<file path="src/rtl/ysyx_22050078_mem_arb_pkg.sv">
// Shared definitions for the IFU/LSU memory arbiter: FSM state and owner
// encodings, default widths, and a grant-to-owner helper.
package ysyx_22050078_mem_arb_pkg;

  localparam int DEF_ADDR_WIDTH  = 64;
  localparam int DEF_DATA_WIDTH  = 64;
  localparam int DEF_TIMEOUT_CYC = 255;

  typedef enum logic [1:0] {
    ST_IDLE = 2'd0,
    ST_SEND = 2'd1,
    ST_WAIT = 2'd2
  } arb_state_e;

  typedef enum logic {
    OWN_IFU = 1'b0,
    OWN_LSU = 1'b1
  } owner_e;

  // Grant vectors are indexed by owner encoding: bit 0 = IFU, bit 1 = LSU.
  function automatic owner_e owner_of_grant(input logic [1:0] grant);
    owner_e own;
    if (grant[1]) begin
      own = OWN_LSU;
    end else begin
      own = OWN_IFU;
    end
    return own;
  endfunction

endpackage

</file>
<file path="src/rtl/ysyx_22050078_rr_pick2.sv">
// Two-way round-robin picker: a lone valid wins; on a tie the requester
// that was not granted last wins.
module ysyx_22050078_rr_pick2
  import ysyx_22050078_mem_arb_pkg::*;
(
  input  logic [1:0] valid_i,
  input  owner_e     last_i,
  output logic [1:0] grant_o,
  output owner_e     next_last_o
);

  // Grant selection and updated last-grant owner
  always_comb begin
    grant_o     = 2'b00;
    next_last_o = last_i;
    case (valid_i)
      2'b01:   grant_o = 2'b01;
      2'b10:   grant_o = 2'b10;
      2'b11: begin
        if (last_i == OWN_LSU) begin
          grant_o = 2'b01;
        end else begin
          grant_o = 2'b10;
        end
      end
      default: grant_o = 2'b00;
    endcase
    if (grant_o != 2'b00) begin
      next_last_o = owner_of_grant(grant_o);
    end else begin
      next_last_o = last_i;
    end
  end

endmodule

</file>
<file path="src/rtl/ysyx_22050078_mem_arb.sv">
// Shares one downstream memory port between IFU and LSU, one transaction at a
// time (IDLE -> SEND -> WAIT), with a watchdog that force-completes stalls.
module ysyx_22050078_mem_arb
  import ysyx_22050078_mem_arb_pkg::*;
#(
  parameter int ADDR_WIDTH  = DEF_ADDR_WIDTH,
  parameter int DATA_WIDTH  = DEF_DATA_WIDTH,
  parameter int TIMEOUT_CYC = DEF_TIMEOUT_CYC
) (
  input  logic                    clk,
  input  logic                    rst,
  input  logic                    ifu_req_valid,
  output logic                    ifu_req_ready,
  input  logic [ADDR_WIDTH-1:0]   ifu_req_addr,
  output logic                    ifu_resp_valid,
  output logic [DATA_WIDTH-1:0]   ifu_resp_data,
  input  logic                    lsu_req_valid,
  output logic                    lsu_req_ready,
  input  logic [ADDR_WIDTH-1:0]   lsu_req_addr,
  input  logic                    lsu_req_wen,
  input  logic [DATA_WIDTH-1:0]   lsu_req_wdata,
  input  logic [DATA_WIDTH/8-1:0] lsu_req_wstrb,
  output logic                    lsu_resp_valid,
  output logic [DATA_WIDTH-1:0]   lsu_resp_data,
  output logic                    mem_req_valid,
  input  logic                    mem_req_ready,
  output logic [ADDR_WIDTH-1:0]   mem_req_addr,
  output logic                    mem_req_wen,
  output logic [DATA_WIDTH-1:0]   mem_req_wdata,
  output logic [DATA_WIDTH/8-1:0] mem_req_wstrb,
  input  logic                    mem_resp_valid,
  input  logic [DATA_WIDTH-1:0]   mem_resp_data,
  output logic                    o_timeout
);

  localparam int STRB_W = DATA_WIDTH / 8;
  localparam int CNT_W  = $clog2(TIMEOUT_CYC + 1);

  arb_state_e              state_q, state_d;
  owner_e                  owner_q, owner_d;
  owner_e                  last_q, last_d;
  logic [ADDR_WIDTH-1:0]   addr_q, addr_d;
  logic                    wen_q, wen_d;
  logic [DATA_WIDTH-1:0]   wdata_q, wdata_d;
  logic [STRB_W-1:0]       wstrb_q, wstrb_d;
  logic [CNT_W-1:0]        cnt_q, cnt_d;
  logic                    timeout_q, timeout_d;

  logic [1:0]              grant_s;
  owner_e                  next_last_s;
  logic                    expire_s;
  logic                    resp_fire_s;
  logic [DATA_WIDTH-1:0]   resp_data_s;

  ysyx_22050078_rr_pick2 u_pick (
    .valid_i     ({lsu_req_valid, ifu_req_valid}),
    .last_i      (last_q),
    .grant_o     (grant_s),
    .next_last_o (next_last_s)
  );

  // The counter holds the number of WAIT cycles already completed, so it
  // expires during the TIMEOUT_CYC-th WAIT cycle.
  assign expire_s = (cnt_q == CNT_W'(TIMEOUT_CYC - 1));

  // Next-state, request latching and handshake outputs
  always_comb begin
    state_d       = state_q;
    owner_d       = owner_q;
    last_d        = last_q;
    addr_d        = addr_q;
    wen_d         = wen_q;
    wdata_d       = wdata_q;
    wstrb_d       = wstrb_q;
    cnt_d         = cnt_q;
    timeout_d     = timeout_q;
    ifu_req_ready = 1'b0;
    lsu_req_ready = 1'b0;
    resp_fire_s   = 1'b0;
    resp_data_s   = '0;
    case (state_q)
      ST_IDLE: begin
        if (grant_s != 2'b00) begin
          state_d = ST_SEND;
          owner_d = owner_of_grant(grant_s);
          last_d  = next_last_s;
          if (grant_s[1]) begin
            lsu_req_ready = 1'b1;
            addr_d        = lsu_req_addr;
            wen_d         = lsu_req_wen;
            wdata_d       = lsu_req_wdata;
            wstrb_d       = lsu_req_wstrb;
          end else begin
            ifu_req_ready = 1'b1;
            addr_d        = ifu_req_addr;
            wen_d         = 1'b0;
            wdata_d       = '0;
            wstrb_d       = '0;
          end
        end else begin
          state_d = ST_IDLE;
        end
      end
      ST_SEND: begin
        if (mem_req_ready) begin
          state_d = ST_WAIT;
          cnt_d   = '0;
        end else begin
          state_d = ST_SEND;
        end
      end
      ST_WAIT: begin
        cnt_d = cnt_q + CNT_W'(1);
        // A real response in the expiry cycle takes priority over the watchdog.
        if (mem_resp_valid) begin
          resp_fire_s = 1'b1;
          resp_data_s = mem_resp_data;
          state_d     = ST_IDLE;
        end else if (expire_s) begin
          resp_fire_s = 1'b1;
          resp_data_s = '0;
          timeout_d   = 1'b1;
          state_d     = ST_IDLE;
        end else begin
          state_d = ST_WAIT;
        end
      end
      default: begin
        state_d = ST_IDLE;
      end
    endcase
  end

  // State and request registers
  always_ff @(posedge clk) begin
    if (rst) begin
      state_q   <= ST_IDLE;
      owner_q   <= OWN_IFU;
      last_q    <= OWN_LSU;
      addr_q    <= '0;
      wen_q     <= 1'b0;
      wdata_q   <= '0;
      wstrb_q   <= '0;
      cnt_q     <= '0;
      timeout_q <= 1'b0;
    end else begin
      state_q   <= state_d;
      owner_q   <= owner_d;
      last_q    <= last_d;
      addr_q    <= addr_d;
      wen_q     <= wen_d;
      wdata_q   <= wdata_d;
      wstrb_q   <= wstrb_d;
      cnt_q     <= cnt_d;
      timeout_q <= timeout_d;
    end
  end

  assign mem_req_valid  = (state_q == ST_SEND);
  assign mem_req_addr   = addr_q;
  assign mem_req_wen    = wen_q;
  assign mem_req_wdata  = wdata_q;
  assign mem_req_wstrb  = wstrb_q;
  assign o_timeout      = timeout_q;

  assign ifu_resp_valid = resp_fire_s & (owner_q == OWN_IFU);
  assign lsu_resp_valid = resp_fire_s & (owner_q == OWN_LSU);
  assign ifu_resp_data  = ifu_resp_valid ? resp_data_s : '0;
  assign lsu_resp_data  = lsu_resp_valid ? resp_data_s : '0;

endmodule

</file>
<file path="config.mk">
export PLATFORM = sky130hd
export DESIGN_NAME = ysyx_22050078_mem_arb
export DESIGN_NICKNAME = d
export VERILOG_FILES = /design/src/rtl/ysyx_22050078_mem_arb_pkg.sv /design/src/rtl/ysyx_22050078_rr_pick2.sv /design/src/rtl/ysyx_22050078_mem_arb.sv
export SDC_FILE = /design/constraint.sdc
export NUM_CORES = 1
export LEC_CHECK = 0
export CAP_MARGIN = 20
export CELL_PAD_IN_SITES_DETAIL_PLACEMENT = 1
export CELL_PAD_IN_SITES_GLOBAL_PLACEMENT = 2
export CORE_MARGIN = 3
export CORE_UTILIZATION = 17
export CTS_BUF_LIST = sky130_fd_sc_hd__clkbuf_8
export CTS_CLUSTER_SIZE = 24
export DETAILED_ROUTE_END_ITERATION = 8
export GPL_TIMING_DRIVEN = 0
export PLACE_DENSITY = 0.84
export SYNTH_ARGS = -nofsm -noshare
export SYNTH_HDL_FRONTEND = slang
export SYNTH_SLANG_ARGS = --single-unit
export TNS_END_PERCENT = 20
</file>
<file path="constraint.sdc">
create_clock -name clk -period 2.1 [get_ports clk]
set_input_delay 0.63 -clock clk [delete_from_list [all_inputs] [get_ports clk]]
set_output_delay 0.63 -clock clk [all_outputs]
set_load 0.02 [all_outputs]
</file>
## Word level (Yosys, flattened, before mapping)

Cells that the tools add are included.

| cells by class | value |
|---|---|
| add/sub/neg operators | 1 |
| multiply operators | 0 |
| div/mod/pow operators | 0 |
| magnitude comparators | 0 |
| eq/ne operators | 7 |
| shift-type cells | 0 |
| multiplexer cells | 26 |
| bitwise gates (word level) | 4 |
| reduce and logical (&&, ||, !) cells | 6 |

Operators with widths:

| operator | count |
|---|---|
| $mux 64 | 6 |
| $mux 8 | 2 |
| $pmux 8 s2 | 1 |
| $pmux 2 s3 | 2 |
| $mux 1 | 11 |
| $add 8x1->8 const B | 1 |
| $eq 8x8->1 const B | 1 |
| $mux 2 | 4 |
| $eq 2x2->1 const B | 3 |
| $eq 2x1->1 const B | 2 |
| $reduce_and 2->1 | 2 |
| $reduce_bool 2->1 | 2 |
| $reduce_and 3->1 | 1 |
| $and 1x1->1 | 2 |
| $logic_not 2->1 | 1 |
| $ne 2x1->1 const B | 1 |
| $not 1->1 | 2 |

| storage, ports and cells | value |
|---|---|
| bits in registers | 150 |
| bits in latches | 0 |
| bits in writable memories | 0 |
| memory bits (read-only) | 0 |
| memories kept | 0 |

## Depth between registers and ports, before layout

| logic depth | value |
|---|---|
| word-level depth | 6 |
| gate-level depth with buffers | 6 |
| depth with buffers taken out | 5 |

## Cells and area by module

A second synthesis with hierarchy kept.

| unflattened totals | value |
|---|---|
| cells, all modules | 848 |
| area, all modules | 7402.1 µm² |

By module, submodules not included:

| module | instances | cells each | area an instance (µm²) |
|---|---|---|---|
| ysyx_22050078_mem_arb | 1 | 843 | 7373.3 |
| ysyx_22050078_rr_pick2 | 1 | 5 | 28.8 |

## Least setup slack after synthesis

No wires, ideal clock.

| timing path | value |
|---|---|
| kind | input-to-output |
| start point | input port lsu_req_valid |
| end point | output port ifu_req_ready |
| arrival | 1.393 ns |
| required time | 1.470 ns |
| setup slack | 0.077 ns |
| stages | 4 |
| path buffers | 2 |
| path through | a21boi_1 -> buf_2 -> buf_2 -> nor2_1 |

| on the way | value |
|---|---|
| word-level cells in the longest chain between the ends | 5 |
| elaborated cells between the ends (all ways) | 8 |
| those cells by class | eq/ne (3); mux (4); reduce/logical (1) |

Ends and longest elaborated chain:

| element | RTL line | text |
|---|---|---|
| start, declared | ysyx_22050078_mem_arb.sv:17 | `input logic lsu_req_valid,` |
| $eq 2x2->1 / $eq 2x1->1 (equally long branches) | ysyx_22050078_rr_pick2.sv:16 | `case (valid_i)` |
| $pmux 2 s3 * | ysyx_22050078_rr_pick2.sv:16 |  |
| $mux 1 / $reduce_bool 2->1 (equally long branches) | ysyx_22050078_mem_arb.sv:87, ysyx_22050078_mem_arb.sv:83 |  |
| $mux 1 * | ysyx_22050078_mem_arb.sv:83 | `if (grant_s != 2'b00) begin` |
| $mux 1 * | ysyx_22050078_mem_arb.sv:81 | `case (state_q)` |
| end, declared | ysyx_22050078_mem_arb.sv:13 | `output logic ifu_req_ready,` |

Mark *: on every way between the ends. The rest lies on a longest branch, timed or not.

## Worst setup path in the final report

| timing path | value |
|---|---|
| start point | register state_q[0] |
| end point | output port lsu_resp_data[17] |

| on the way | value |
|---|---|
| word-level cells in the longest chain between the ends | 4 |
| elaborated cells between the ends (all ways) | 5 |
| those cells by class | eq/ne (1); mux (3); bitwise (1) |

Ends and longest elaborated chain:

| element | RTL line | text |
|---|---|---|
| start, declared | ysyx_22050078_mem_arb.sv:39 | `arb_state_e state_q, state_d;` |
| start signal, assigned | ysyx_22050078_mem_arb.sv:147 | `state_q <= state_d;` |
| $eq 2x2->1 * | ysyx_22050078_mem_arb.sv:81 |  |
| $mux 1 | ysyx_22050078_mem_arb.sv:81 |  |
| $and 1x1->1 | ysyx_22050078_mem_arb.sv:167 | `assign lsu_resp_valid = resp_fire_s & (owner_q == OWN_LSU);` |
| $mux 64 * | ysyx_22050078_mem_arb.sv:169 | `assign lsu_resp_data = lsu_resp_valid ? resp_data_s : '0;` |
| end, declared | ysyx_22050078_mem_arb.sv:24 | `output logic [DATA_WIDTH-1:0] lsu_resp_data,` |

Marks and branches as above.

==> impl_metrics.csv <==
group,metric,value,unit
pwr,static-leakage-power,7.79,nW
routing,vias,9705,
grt,grt_usage,19.7,%
setup_path,path_buf_inv,5,
setup_path,cpPeakStageDelay,0.35,ns
routing,initialDrtViolationCount,402,
clock_network,path_clk_slew,0.10,ns
grt,pin_count_of_the_biggest_net_entering_global_routing,17,
routing,dr.pass1.iters,4,
timing,worst-slew-pin-transition,0.814,ns
status,failed_checks,"negative setup slack",
floorplanning,die_w,211,um
synth,synth_compound_gate_area_share,22.5,%
clock_network,cts_tree,"done",
setup_path,critical_path_required,1.47,ns
placement,dp_hpwl,35700,um
timing,final_cycle_utilization_of_the_critical_path,124,%
floorplanning,core_region_area,41200,um2
synth,post_synth_inst_count,928,
synth,synth_sequential_area_ratio,42.1,%
clock_network,clockBufferDepth,2,
synth,post_synth_fa_ha_maj_area_fraction,0.350,%
synth,largest_family_of_logic_cells_by_synthesized_area,"simple AND/OR/NAND/NOR gates",
synth,ys_ff_latch,150,
setup_path,worstSetupEndpointType,"output port",
floorplanning,std_cell_rows,74,
setup_path,timing.critical_path.max_delay_family,"buffers and inverters",
layout,post_layout_nonfiller_instances,2076,
synth,post-synth-top-area-fraction,42.1,%
routing,detail_routed_via_count_per_cell,4.67,
pwr,vdd_ir_drop_max,0.000369,V
layout,drive_gt1_share,24.5,%
layout,layout-area-overhead-vs-synth,112,%
routing,antenna_nets_post_route,0,
clock_network,cts_inserted_buffers,17,
setup_path,timing_worst_setup_path_type,"reg -> out",
synth,netlist.top_cell.by_area,"sky130_fd_sc_hd__dfxtp_1",
grt,initial_antenna_violation_count,16,
synth,synth_simple_gate_area_share,28.3,%
synth,yosysWarnings,0,
setup_path,cpMaxStageDelayCell,"sky130_fd_sc_hd__dfxtp_4",
timing,max-slew-margin-rel,45.7,%
floorplanning,die-area,44500,um2
status,status,"finished with violations",
layout,num-nets-final,1792,
synth,ys_types,37,
timing,final_critical_path_setup_slack,-0.506,ns
clock_network,cts.sink_count,150,
clock_network,htree_num_levels,4,
timing,max_clock_freq,0.384,GHz
floorplanning,die_h,211,um
timing,final-setup-viol-count,169,
placement,globalplace.congestion,0.925,
timing,rsz0062_at_grt,"yes",
placement,placement.setup.worst_slack,-1.68,ns
synth,xor_xnor_share_of_the_synthesized_area,0,%
setup_path,path_max_fanout,5,
floorplanning,boundaryPins,542,
grt,first_global_vias,10156,
synth,net_count_synth,1201,
routing,routed_wl,46800,um
synth,synthesis.area,7140,um2
synth,number_of_enable_type_register_cells_in_the_synthesized_netlist,0,
synth,post_synth_main_area_contributors,"sky130_fd_sc_hd__dfxtp_1 42%, sky130_fd_sc_hd__nand3_1 14%, sky130_fd_sc_hd__and2_1 11%, sky130_fd_sc_hd__o21ai_0 9.5%, sky130_fd_sc_hd__a21oi_1 5.7%",
synth,synth.top_cells.by_count,"205 x sky130_fd_sc_hd__nand3_1, 150 x sky130_fd_sc_hd__dfxtp_1, 136 x sky130_fd_sc_hd__o21ai_0, 128 x sky130_fd_sc_hd__and2_1, 82 x sky130_fd_sc_hd__a21oi_1",
timing,skew,0.0170,ns
worst_hold_path,worstHoldPathType,"reg -> reg",
placement,io_buffer_count,540,
timing,finalMaxSlewViolations,0,
routing,remaining_drc_errors,0,
pwr,power_per_cell_area,530,nW/um2
grt,grt.overflow.total,0,
setup_path,cpMostUsedCell,"sky130_fd_sc_hd__buf_6",
clock_network,insertion_delay,0.49,ns
timing,final_period_minus_worst_setup_slack,2.61,ns
setup_path,worst-endpoint-arrival,1.98,ns
clock_network,cts-hold-fix-buffers,0,
clock_network,cts-root-buf,"sky130_fd_sc_hd__clkbuf_8",
timing,timing.hold.ws,0.460,ns
setup_path,cp-start-kind,"register",
synth,synth-async-reset-ratio,0,%
routing,wire_length_per_cell_after_detailed_routing,22.6,um
grt,grt_first_pass_wirelength,65600,um
synth,syn-mean-instance-area,7.69,um2
setup_path,cell_chain_critical_path,"buf_6 -> nor2b_1 -> buf_4 -> and3_4 -> clkbuf_16 -> buf_8 -> and2_4 -> buf_6",
synth,synth.most_common_cell,"sky130_fd_sc_hd__nand3_1",
placement,post-place-cells,2000,
timing,hold_violations,0,
floorplanning,floorplan.initialDensity,17.3,%
synth,yosys-mux-area-fraction,0,%
run,max_cap_violations,0,
synth,dominantRegCellSynth,"sky130_fd_sc_hd__dfxtp_1",
## cells in the final DEF, fill, tap and decap left out, drive strengths merged, types with 12 or more instances in the layout
cell	n
a21oi	82
a31oi	64
and2	128
buf	204
clkbuf	88
clkdlybuf4s50	266
dfxtp	150
diode	12
dlymetal6s2s	138
inv	12
nand3	205
o21ai	139
## state kept, by name (all words and copies together) (netlist names)
signal and flops:
cnt_q 8, last_q 1, mem_req_addr 64, mem_req_wdata 64, mem_req_wen 1, mem_req_wstrb 8, o_timeout 1, owner_q 1
state_q 2
## tightest hold or removal path: cells and delay by family (launching register included)
kind	cells	cell delay (ns)
DFF	1	0.32
buffers and inverters	1	0.05
AOI/OAI and AO/OA	1	0.05
## routing by layer
metal | vias up | track usage, % | part of all wire (%)
met4 | 2 | 9.65 | 4.3
met5 | - | 0 | 0.043
met1 | 4700 | 20.6 | 37
met3 | 84 | 4.57 | 5.6
li1 | 4521 | - | -
met2 | 398 | 36.9 | 53
## metrics by stage
| step | cell area, um2 | util (%) | setup TNS, ns | total power, mW |
|---|---|---|---|---|
| 6_report | 15100 | 36.7 | -57.38 | 8.01 |
| 5_1_grt | 15100 | 36.7 | -93.20 | 8.39 |
| 4_1_cts | 14300 | 34.8 | -80.83 | 8.15 |
| 3_5_place_dp | 13200 | 32.1 | -258.67 | 5.52 |
| 3_3_place_gp | 13200 | 32.1 | -257.93 | 5.50 |
| 2_1_floorplan | 7140 | - | 0 | 4.14 |
## power by group
group	internal (mW)	total, mW	switching [mW]
sequential	3.04	3.14	0.0983
clock	1.17	2.47	1.29
combinational	1.12	2.40	1.28
## worst paths after layout
kind / cells past startpoint / end / slack, ns / startpoint
setup / recovery: 8 / lsu_resp_data[17] / -0.51 / state_q[0]
hold / removal: 2 / o_timeout / 0.46 / o_timeout
setup reg to reg: 8 / mem_req_wdata[44] / 0.13 / state_q[0]
hold reg to reg: 2 / o_timeout / 0.46 / o_timeout
## cells by family (layout without fill, tap and decap cells)
family	count (synthesis)	in the layout
simple gates	366	366
flops	150	150
compound gates	297	297
other cells	0	12
buf+inv	113	717
fa+ha+maj	2	2
## layout make-up
cell class                      count  area, um2
Antenna cell                       12       30.0
Buffer                            106        673
Clock buffer                       20        275
Clock inverter                     12        140
Fill cell                        4801      26100
Inverter                            6       22.5
Multi-Input combinational cell    665       4000
Sequential cell                   150       3010
Tap cell                          532        666
Timing Repair Buffer              573       6300
## repair_timing
| item | in CTS | in global routing |
|---|---|---|
| resized for setup | 862 | 290 |
| endpoints found under the setup margin | 415 | 406 |
| gates cloned | 11 | 5 |
| pin swaps | 41 | 14 |
| buffers inserted | 17 | 1 |
Power figures use the tool's default switching activity.
==> edit 1: new RTL, config.mk and constraints unchanged <==
`addr_q` and `wdata_q` no longer have a reset.
--- a/src/rtl/ysyx_22050078_mem_arb.sv
+++ b/src/rtl/ysyx_22050078_mem_arb.sv
@@ -139,5 +139,3 @@
       last_q    <= OWN_LSU;
-      addr_q    <= '0;
       wen_q     <= 1'b0;
-      wdata_q   <= '0;
       wstrb_q   <= '0;
@@ -149,5 +147,3 @@
       last_q    <= last_d;
-      addr_q    <= addr_d;
       wen_q     <= wen_d;
-      wdata_q   <= wdata_d;
       wstrb_q   <= wstrb_d;
@@ -156,2 +152,7 @@
     end
+  end
+
+  always_ff @(posedge clk) begin
+    addr_q  <= addr_d;
+    wdata_q <= wdata_d;
   end
Formal check against the unedited RTL: not equivalent (a bounded check fails within 4 cycles, from zero or initial values and one cycle with rst high).
==> edit 1 against the original RTL <==
The flow still finishes with violations (setup timing); area after synthesis decreased by 3.2%; largest cell class unchanged; setup slack improved by 40 ps; routed wire length decreased by 26%; sequential cell count unchanged; total power increased by 3.6%; critical path type unchanged; via count decreased by 32%; critical path depth decreased by 1; highest routed layer unchanged; count of clock-buffer cells in the layout decreased by 3; design area decreased by 2.3%.
==> edit 1: results (changes against the original RTL) <==
[outcome]
status=finished with violations
violations=setup timing

[synthesis]
yosysSeqAreaShare=0.620  ; +0.199
ys_types=35  ; -5.4%
synth_nets=806  ; -33%
synthAdderAreaFrac=0.00362  ; +0.000116
synthTopCellsByArea=edfxtp_1 (56%), and2_1 (17%), mux2_2 (11%)
synth_edf_count=128  ; +128
synth_top_cells_by_count=and2_1 (192), edfxtp_1 (128), mux2_2 (66)
synth_top_flop_cell=edfxtp_1

[cells_and_area]
finalNetCount=1397  ; -22%
fillers=4342  ; -9.6%
drive_gt1_frac=0.357  ; +0.112

[detailed_routing]
vias=6554  ; -32%
drtIter0Drc=234  ; -42%

[placed_design]
placed_cell_area_um2=13100  ; -1.2%
dp.cells=1602  ; -20%
dp_slack_ps=-1720  ; -39.9 ps
gp_congestion=0.820  ; -11%
port_buffers=541  ; +0.19%
hpwl_mm=27.0  ; -24%

[clocking]
cts_resized=808  ; -6.3%
clk_latency_ps=470  ; -20 ps
clk_pin_slew_ps=80  ; -20 ps

[sta]
setup_viol=132  ; -22%
relSlewSlack=0.475  ; +0.0178
fin_skew_ps=10.6  ; -6.39 ps
tns_ps=-52000  ; +5380 ps
worst_slack_ps=-466  ; +40.2 ps

[power_and_ir_drop]
power.density_nw_per_um2=562  ; +6.1%
p_leak_nw=7.03  ; -9.8%

[grt]
grt_max_degree=43  ; +26
grt_pass1_vias=7118  ; -30%
grt_pass1_wl_mm=48.3  ; -26%

[setup_path]
reg2regPathDepth=6  ; -2
worstPathArrival_ps=1940  ; -40 ps

-- edit 1: changes by cell type after synthesis, sizes merged, moves of 22 or more --
cell	unedited run	this run
a21oi	82	16
a31oi	64	0
and2	128	192
buf	34	12
clkbuf	73	22
dfxtp	150	22
edfxtp	0	128
mux2	0	66
nand3	205	14
o21ai	139	11
-- edit 1: worst max-delay path, stage by stage, from the launching register on --
cell	delay (ps)
dfxtp_4	380
nor2b_2	150
buf_4	130
and3_4	210
buf_12	150
clkbuf_16	150
and2_1	150
buf_4	150
-- edit 1: final cells by class --
class,count,share of cell area
Tap cell,525,0.0445
Antenna cell,2,0.000339
Sequential cell,150,0.291
Timing Repair Buffer,573,0.426
Clock inverter,15,0.0104
Multi-Input combinational cell,343,0.187
Inverter,6,0.00178
Buffer,33,0.0238
Clock buffer,17,0.0158
-- edit 1: path summary, 6_finish.rpt --
check / start / end / slack [ps]
hold reg to reg: o_timeout$_SDFFE_PP0P_ / o_timeout$_SDFFE_PP0P_ / 460
hold / removal: o_timeout$_SDFFE_PP0P_ / o_timeout$_SDFFE_PP0P_ / 460
setup / recovery: state_q[1]$_SDFF_PP0_ / lsu_resp_data[19] / -470
setup reg to reg: state_q[0]$_SDFF_PP0_ / mem_req_wdata[24]$_SDFFCE_PN0N_ / 40
-- edit 1: report_power, final --
| group | switching [mW] | internal [mW] |
|---|---|---|
| clock | 1.24 | 1.06 |
| sequential | 0.0921 | 3.62 |
| combinational | 1.08 | 1.21 |
-- edit 1: routing by layer --
layer	GRT usage	wire length, um	vias up
met3	0.0692	3210	42
met5	0	48	-
met4	0.0393	721	6
li1	-	-	3046
met2	0.286	18600	352
met1	0.150	11900	3108
==> edit 2: new RTL, config.mk and constraints unchanged <==
Without the edit above. The package constant `DEF_DATA_WIDTH` goes from 64 to 60.
--- a/src/rtl/ysyx_22050078_mem_arb_pkg.sv
+++ b/src/rtl/ysyx_22050078_mem_arb_pkg.sv
@@ -5,3 +5,3 @@
   localparam int DEF_ADDR_WIDTH  = 64;
-  localparam int DEF_DATA_WIDTH  = 64;
+  localparam int DEF_DATA_WIDTH  = 60;
   localparam int DEF_TIMEOUT_CYC = 255;
Interface: changed (7 resized); port bits go from 542 to 520. No check against the original RTL was run, so the function may have changed too.
==> edit 2 against the original RTL <==
The run still ends with setup timing left; area after synthesis shrank 0.12%; total power rose by 0.27%; routed wire length shrank 5.5%; sequential cell count decreased by 5; critical path depth is the same; via count shrank 4.6%; register-to-register slack improved by 130 ps; setup slack better by 50 ps; worst hold slack better by 19 ps; final cell count shrank 3.1%; design area decreased by 2.6%; largest cell class unchanged.
==> edit 2: results (changes against the original RTL) <==
[outcome]
status=finished with violations
violations=setup timing

[cells_and_area]
clk_share=0.0291  ; +0.00160
finalNetCount=1726  ; -3.7%
multi_input_area_share=0.265  ; +0.000539
buf_share=0.460  ; -0.000839
fillers=4797  ; -0.083%
antenna_cells=5  ; -7
largest_reg_flops=64
drive_gt1_frac=0.256  ; +0.0102
fin_cells=2012  ; -3.1%
multi_input_area_um2=3900  ; -2.4%
seqCellArea_um2=2910  ; -3.3%
multi_input_cells=642  ; -3.5%

[placed_design]
hpwl_mm=34.0  ; -4.5%
dp.cells=1949  ; -2.6%
placed_cell_area_um2=13000  ; -1.7%
port_buffers=519  ; -3.9%
gp_congestion=0.818  ; -12%

[grt]
grtUsageTotal=0.191  ; -0.00655
grt_pass1_vias=9900  ; -2.5%
grt_pass1_wl_mm=63.8  ; -2.8%
antenna_found_initial=9  ; -7

[synthesis]
synth_nets=1162  ; -3.2%
yosysSeqAreaShare=0.407  ; -0.0135
synthAdderAreaFrac=0.00351  ; +0.00000430
syn-instance-count=898  ; -3.2%
synth_top_cells_by_count=nand3_1 (200), dfxtp_1 (145), and2_1 (120)
synth.most_common_cell=nand3_1
ys_types=41  ; +11%

[setup_path]
timing.rr.end=mem_req_wstrb[0]$_SDFFE_PP0N_
worstPathArrival_ps=1930  ; -50 ps
r2r_setup_slack_ps=260  ; +130 ps
worstSetupEndpoint=ifu_resp_data[21]
reg2regPathDepth=6  ; -2

[power_and_ir_drop]
p_int_mw=5.30  ; -0.61%
p_leak_nw=7.53  ; -3.4%
peakVddDrop_v=0.000425  ; +15%
powerClk_mw=2.57  ; +4%

[clocking]
post-cts-setup-buffer-count=20  ; +3
clock_sinks=145  ; -3.3%
cts_resized=897  ; +4.1%
clk_pin_slew_ps=100  ; about the same

[sta]
hold_slack_ps=479  ; +19.4 ps
tns_ps=-47030  ; +10350 ps
worst_slack_ps=-456  ; +49.6 ps
fin_skew_ps=14.4  ; -2.64 ps
tightestPinTransition_ps=717  ; -96.6 ps
setup_viol=124  ; -27%

[detailed_routing]
via_per_inst=4.60  ; -1.6%
drtIter0Drc=320  ; -20%

[edit 2: changes by cell type after synthesis, sizes merged]
cell    unedited run  this run
clkbuf            73        53
buf               34        52
and2             128       120
a21oi             82        77
dfxtp            150       145
nand3            205       200
o21ai            139       134
[edit 2: per-layer routing]
metal  up-vias  global-route usage  share of wire
met5         -                   0        0.00052
met4         4              0.0804          0.036
li1       4355                   -              -
met2       358               0.353           0.52
met3        73              0.0590          0.079
met1      4468               0.199           0.36
[edit 2: worst max-delay path, cell delays in order (launching register included)]
cell	delay (ps)
dfxtp_2	360
buf_4	120
nand2b_4	60
nor3b_4	170
buf_6	170
buf_12	150
buf_8	120
and2_4	140
buf_6	110
[edit 2: cells by family (layout without fill, tap and decap cells)]
group	Yosys count	count (layout)
other	0	5
AND/OR/NAND/NOR	353	353
adder cells (fa/ha/maj)	2	2
buffers and inverters	111	688
flip-flops	145	145
AO/OA/AOI/OAI	287	287
